--- src/rtl/link_credit_gate.sv ---
// link_credit_gate: credit-gated single-slot register stage between an ARQ sender and a link PHY.
//   clk, rst_n                        : clock, asynchronous active-low reset
//   tx_valid/tx_data/tx_prio          : word offered by the ARQ (prio words bypass credits)
//   tx_accept/tx_reject               : word taken / word refused this cycle
//   link_valid/link_data/link_ready   : registered output word and PHY consume strobe
//   credit_valid/credit_init/credit_in: credit return (increment) or absolute load
//   credits, link_up, stalled, credit_overflow : status
module link_credit_gate #(
  parameter int LINK_WORD_SIZE = 40,
  parameter int CREDIT_WIDTH   = 8,
  parameter int MAX_CREDIT     = 16,
  parameter int STALL_TIMEOUT  = 1023
) (
  input  logic                      clk,
  input  logic                      rst_n,
  input  logic                      tx_valid,
  input  logic [LINK_WORD_SIZE-1:0] tx_data,
  input  logic                      tx_prio,
  output logic                      tx_accept,
  output logic                      tx_reject,
  output logic                      link_valid,
  output logic [LINK_WORD_SIZE-1:0] link_data,
  input  logic                      link_ready,
  input  logic                      credit_valid,
  input  logic                      credit_init,
  input  logic [CREDIT_WIDTH-1:0]   credit_in,
  output logic [CREDIT_WIDTH-1:0]   credits,
  output logic                      link_up,
  output logic                      stalled,
  output logic                      credit_overflow
);
  localparam int SW = $clog2(STALL_TIMEOUT + 1);
  localparam logic [CREDIT_WIDTH:0]   MAX_W = (CREDIT_WIDTH + 1)'(MAX_CREDIT);
  localparam logic [CREDIT_WIDTH-1:0] MAX_C = CREDIT_WIDTH'(MAX_CREDIT);
  typedef enum logic [1:0] {INIT, UP, STALL} state_t;
  state_t                    state_q, state_d;
  logic [CREDIT_WIDTH-1:0]   credits_q, credits_d;
  logic                      link_valid_q, link_valid_d;
  logic [LINK_WORD_SIZE-1:0] link_data_q, link_data_d;
  logic [SW-1:0]             stall_cnt_q, stall_cnt_d;
  logic                      overflow_q, overflow_d;
  logic                      slot_free, offer, dec, load, sat;
  logic [CREDIT_WIDTH:0]     sum, raw;
  always_comb begin
    slot_free    = ~link_valid_q | link_ready;
    offer        = tx_valid & slot_free & (state_q != INIT);
    tx_accept    = offer & (tx_prio | (credits_q != '0));
    tx_reject    = offer & ~tx_prio & (credits_q == '0);
    dec          = tx_accept & ~tx_prio;
    load         = credit_valid & credit_init;
    // One extra bit so the add can exceed MAX_CREDIT before clamping; the
    // decrement only fires with credits_q != 0, so no underflow.
    sum          = {1'b0, credits_q} + (credit_valid ? {1'b0, credit_in} : '0) - {{CREDIT_WIDTH{1'b0}}, dec};
    raw          = load ? {1'b0, credit_in} : sum;
    sat          = raw > MAX_W;
    credits_d    = sat ? MAX_C : raw[CREDIT_WIDTH-1:0];
    overflow_d   = overflow_q | sat;
    stall_cnt_d  = (state_q == UP && credits_q == '0 && !credit_valid) ? stall_cnt_q + SW'(1) : '0;
    // Stall is declared on the cycle the counter reaches the timeout.
    state_d      = load ? UP
                 : (state_q == UP && stall_cnt_d == SW'(STALL_TIMEOUT)) ? STALL
                 : (state_q == STALL && credit_valid && credits_d != '0) ? UP
                 : state_q;
    link_valid_d = tx_accept | (link_valid_q & ~link_ready);
    link_data_d  = tx_accept ? tx_data : link_data_q;
  end
  always_ff @(posedge clk or negedge rst_n) begin
    if (!rst_n) begin
      state_q      <= INIT;
      credits_q    <= '0;
      link_valid_q <= 1'b0;
      link_data_q  <= '0;
      stall_cnt_q  <= '0;
      overflow_q   <= 1'b0;
    end else begin
      state_q      <= state_d;
      credits_q    <= credits_d;
      link_valid_q <= link_valid_d;
      link_data_q  <= link_data_d;
      stall_cnt_q  <= stall_cnt_d;
      overflow_q   <= overflow_d;
    end
  end
  assign link_valid      = link_valid_q;
  assign link_data       = link_data_q;
  assign credits         = credits_q;
  assign link_up         = state_q != INIT;
  assign stalled         = state_q == STALL;
  assign credit_overflow = overflow_q;
endmodule
--- config.mk ---
export PLATFORM = sky130hd
export DESIGN_NAME = link_credit_gate
export DESIGN_NICKNAME = d
export VERILOG_FILES = /design/src/rtl/link_credit_gate.sv
export SDC_FILE = /design/constraint.sdc
export NUM_CORES = 1
export LEC_CHECK = 0
export CORE_MARGIN = 2
export CORE_UTILIZATION = 46
export DETAILED_ROUTE_END_ITERATION = 10
export GPL_TIMING_DRIVEN = 0
export PLACE_DENSITY = 0.86
export SETUP_SLACK_MARGIN = 0.5
export SYNTH_ARGS = -nofsm -noshare
export SYNTH_HDL_FRONTEND = slang
export SYNTH_SLANG_ARGS = --single-unit
--- constraint.sdc ---
create_clock -name clk -period 4.54 [get_ports clk]
set_input_delay 0.681 -clock clk [delete_from_list [all_inputs] [get_ports clk]]
set_output_delay 0.681 -clock clk [all_outputs]
set_load 0.05 [all_outputs]
==> results.md <==
* Outcome: completed
* H-tree depth at 3
* Mean instance size in the synthesized netlist at 10.9 sq um
* Area growth from synthesis to layout at 43.2%
* Wirelength per Cell at 15.6 microns
* Proportion of synthesized chip area in sequential cells at 48.6%
* Number of core rows at 30
* Max rail drop VDD at between 0.3 and 0.4 mV
* Top achievable clock speed at ~0.26 GHz
* Wire length of the first global-routing pass at 12.5 mm
* Remaining Overflow, GRT at 0
* Cells after Synth at 294
* Core Area at 6760 sq um
* Violation count after the first detailed-route iteration at 108
* Startpoint of the worst-slack reg-to-reg timing path: credits[5]
* Path class of the lowest-slack min-delay path: in2async
* Type of the worst setup path: in2reg
* Detail-routed via count per cell at approximately 5.3
* Dominant delay contributor by cell family on the critical path: compound AO/OA/AOI/OAI gates
* CTS tree: built
* Residual antenna-violating net count after detailed routing at 0
* Worst clock skew at around 0.007 ns
* Power Dens Cells at about 380 nW/um^2
* Filler-free cell count of the finished design at 501
* Detailed-routing iteration count for the pre-antenna-repair pass at 4
* # Max-Cap Violations at 0
* Cell-by-cell listing of the critical path: clkdlybuf4s50_1, clkbuf_2, nand2_1, ha_1, inv_1, ha_1, a211o_1, a2111oi_4, nor3_1, or2_0, o31a_1, or3b_1
* Type of element launching the critical path: input pin
* Count of flip-flops with a built-in enable after synthesis at 0
* Num ports at around 110
* Leakage power summed over all cells at between 1.5 and 2 nW
* Clock latency at the later pin of the worst-skew pair at around 0.34 ns
* Maximum buffer depth of the clock tree at 2
* Count of antenna diodes in the layout at 0
* Routability Congestion at slightly above 0.9
* Total via count after detailed routing at ~2700
* Number of inserted filler cells in the final layout at 508
* Largest fanout on the critical path at 10
* PnR Total Power at 0.00173 W
* Total wirelength of the detailed-routed design at about 7.8 mm
* Setup tns final at 0 ns
* Unique masters post-synth at just under 50
* Placed Cells incl. Taps at approximately 490
* Shortest clock period the worst path allows after layout at roughly 3.8 ns
* Synth Register Bits at 62
* Worst stage delay on the critical path at between 0.5 and 0.6 ns
* FF-to-FF path depth at 15
* Half-perimeter wire length after placement at approximately 5.9 mm
* Remaining DRCs at 0
* Aggregate global-route resource usage at 21.5%
* Die outline height at 87.3 microns
* Endpoint arrival time on the critical path at roughly 4.0 ns
* Cell Area, Synth at 3190 sq um
* Cell type of the slowest stage on the worst timing path: sky130_fd_sc_hd__clkdlybuf4s50_1
* Final Hold Viols at 0
* Initial Utilization at between 40% and 50%
* Measured slew at the worst slew-check pin at 0.554 ns
* Async set or reset register ratio after synthesis at 100%
* Required arrival time at the worst endpoint at ~4.8 ns
* # clock sinks at 62
* Number of global-route vias before repair at ~2700
* Number of nets in the final layout at 489
* Fraction of layout cells with a size suffix above 1 at between 10% and 20%
* Yosys Warn Count at 0
* Reg-to-reg endpoint: credit_overflow
* Primary flip-flop cell chosen by synthesis mapping: sky130_fd_sc_hd__dfrtp_1
* Die footprint at ~7600 sq um
* Antenna violations before repair at 0
* Buffers plus inverters on the worst setup path at 3
* Setup repair after global routing missed its margin: no
* Fraction of the cycle the final worst path needs at between 80% and 90%
* Clock Root Buffer: sky130_fd_sc_hd__clkbuf_8
* Die outline width at between 80 and 90 microns
* Number of buffers added for setup after CTS at 0
* Critical path capture point type: flip-flop
* Internal reg-to-reg setup slack at about 0.83 ns
* Maximum number of pins on one net before global-route repair at 42
* CTS buffer count at 9
* Count of pins over their slew limit at 0
* Post-CTS clock slew at the launch and capture registers of the worst setup and hold paths at 0.08 ns
* CP dominant cell by count: sky130_fd_sc_hd__ha_1
* Final setup vio count at 0
* Count of input and output buffers at around 110
* Normalized max-slew margin at a little over three fifths
cell type report:
cell class,instances,area [sq um],area share [%]
flip-flops and latches,62,1550,34.0
multi-input cells,197,1510,33.0
repair buffers,109,1100,24.0
clock buffers,9,124,2.71
inverters,29,109,2.38
well taps,80,100,2.19
clock inverters,7,48.8,1.07
plain buffers,8,31.3,0.685
synthesized netlist by cell type, drive strengths merged (4+ instances only):
cell	number	area share (%)
nand4	5	0.98
or2	4	0.78
a21oi	5	0.78
inv	29	3.4
nor3	7	1.1
o21a	6	1.4
dfrtp	62	49
clkbuf	7	0.82
mux2	40	14
nand2	25	2.9
nor2	21	2.5
nand3	5	0.78
o21ai	6	0.94
ha	17	6.7
xor2	6	1.6
through the flow:
| step | worst slack, ns | hold slack (ns) | area, sq um | util, % |
|---|---|---|---|---|
| 2_1_floorplan | 1.10 | 0.385 | 3200 | - |
| 3_3_place_gp | 0.284 | 0.468 | 4380 | 64.8 |
| 3_5_place_dp | 0.257 | 0.467 | 4390 | 65.0 |
| 4_1_cts | 0.603 | 0.303 | 4570 | 67.6 |
| 5_1_grt | 0.567 | 0.332 | 4570 | 67.6 |
| 6_report | 0.726 | 0.297 | 4570 | 67.6 |
placed cells by master, fill, tap and decap left out, types with 3 or more instances in the layout:
cell                              count
sky130_fd_sc_hd__a21oi_1              5
sky130_fd_sc_hd__and3_1               3
sky130_fd_sc_hd__clkbuf_1             6
sky130_fd_sc_hd__clkbuf_8             9
sky130_fd_sc_hd__clkdlybuf4s50_1    107
sky130_fd_sc_hd__clkinv_2             3
sky130_fd_sc_hd__conb_1               3
sky130_fd_sc_hd__dfrtp_1             62
sky130_fd_sc_hd__ha_1                17
sky130_fd_sc_hd__inv_1               29
sky130_fd_sc_hd__mux2_2              40
sky130_fd_sc_hd__nand2_1             25
sky130_fd_sc_hd__nand2b_1             3
sky130_fd_sc_hd__nand3_1              5
sky130_fd_sc_hd__nand4_1              5
sky130_fd_sc_hd__nor2_1              21
sky130_fd_sc_hd__nor2b_1              3
sky130_fd_sc_hd__nor3_1               7
sky130_fd_sc_hd__nor4_1               3
sky130_fd_sc_hd__o21a_1               6
sky130_fd_sc_hd__o21ai_0              6
sky130_fd_sc_hd__or2_2                3
sky130_fd_sc_hd__xnor2_1              3
sky130_fd_sc_hd__xor2_1               6
registers in the layout, summed over array words and instances, names as in the netlist:
| signal | flops |
|---|---|
| link_valid | 1 |
| stall_cnt_q | 10 |
| credits | 8 |
| link_data | 40 |
| state_q | 2 |
| credit_overflow | 1 |
report_power, final:
group	switching [W]	leakage [nW]	total, W	internal, W
Sequential	0.0000329	0.750	0.000646	0.000613
Combinational	0.000388	1.11	0.000648	0.000260
Clock	0.000235	0.0894	0.000434	0.000198
Total	0.000657	1.95	0.00173	0.00107
layer usage:
layer	vias up	GRT usage, %	wire, microns
li1	1269	-	-
met1	1275	24.8	3160
met2	112	35.3	3760
met3	17	9.95	741
met4	0	7.41	173
met5	-	0	0
repair_timing:
| item | in CTS | in global routing |
|---|---|---|
| hold buffers | 0 | 0 |
| resized for setup | 0 | 2 |
| endpoints found under the setup margin | 0 | 2 |
cell families (layout without fill, tap and decap cells):
| group | Yosys count | count (layout) | share of synthesized area (%) |
|---|---|---|---|
| adder cells (fa/ha/maj) | 18 | 18 | 7.29 |
| flip-flops | 62 | 62 | 48.6 |
| buffers and inverters | 37 | 162 | 4.35 |
| XOR/XNOR | 9 | 9 | 2.47 |
| other | 1 | 3 | 0.118 |
| multiplexers | 40 | 40 | 14.1 |
| AO/OA/AOI/OAI | 39 | 39 | 9.49 |
| AND/OR/NAND/NOR | 88 | 88 | 13.5 |
worst max-delay path by stage:
stage                  from              end  slack (ns)  cells after the start
2_1_floorplan    credits[4]  credit_overflow        1.10                     13
3_3_place_gp   credit_valid  credit_overflow        0.28                     12
6_report       credit_valid  credit_overflow        0.73                     12
3_5_place_dp   credit_valid  credit_overflow        0.26                     12
5_1_grt          link_ready        tx_accept        0.57                      6
4_1_cts        credit_valid  credit_overflow        0.60                     12
Note: power is estimated with default switching activity, not from simulation.
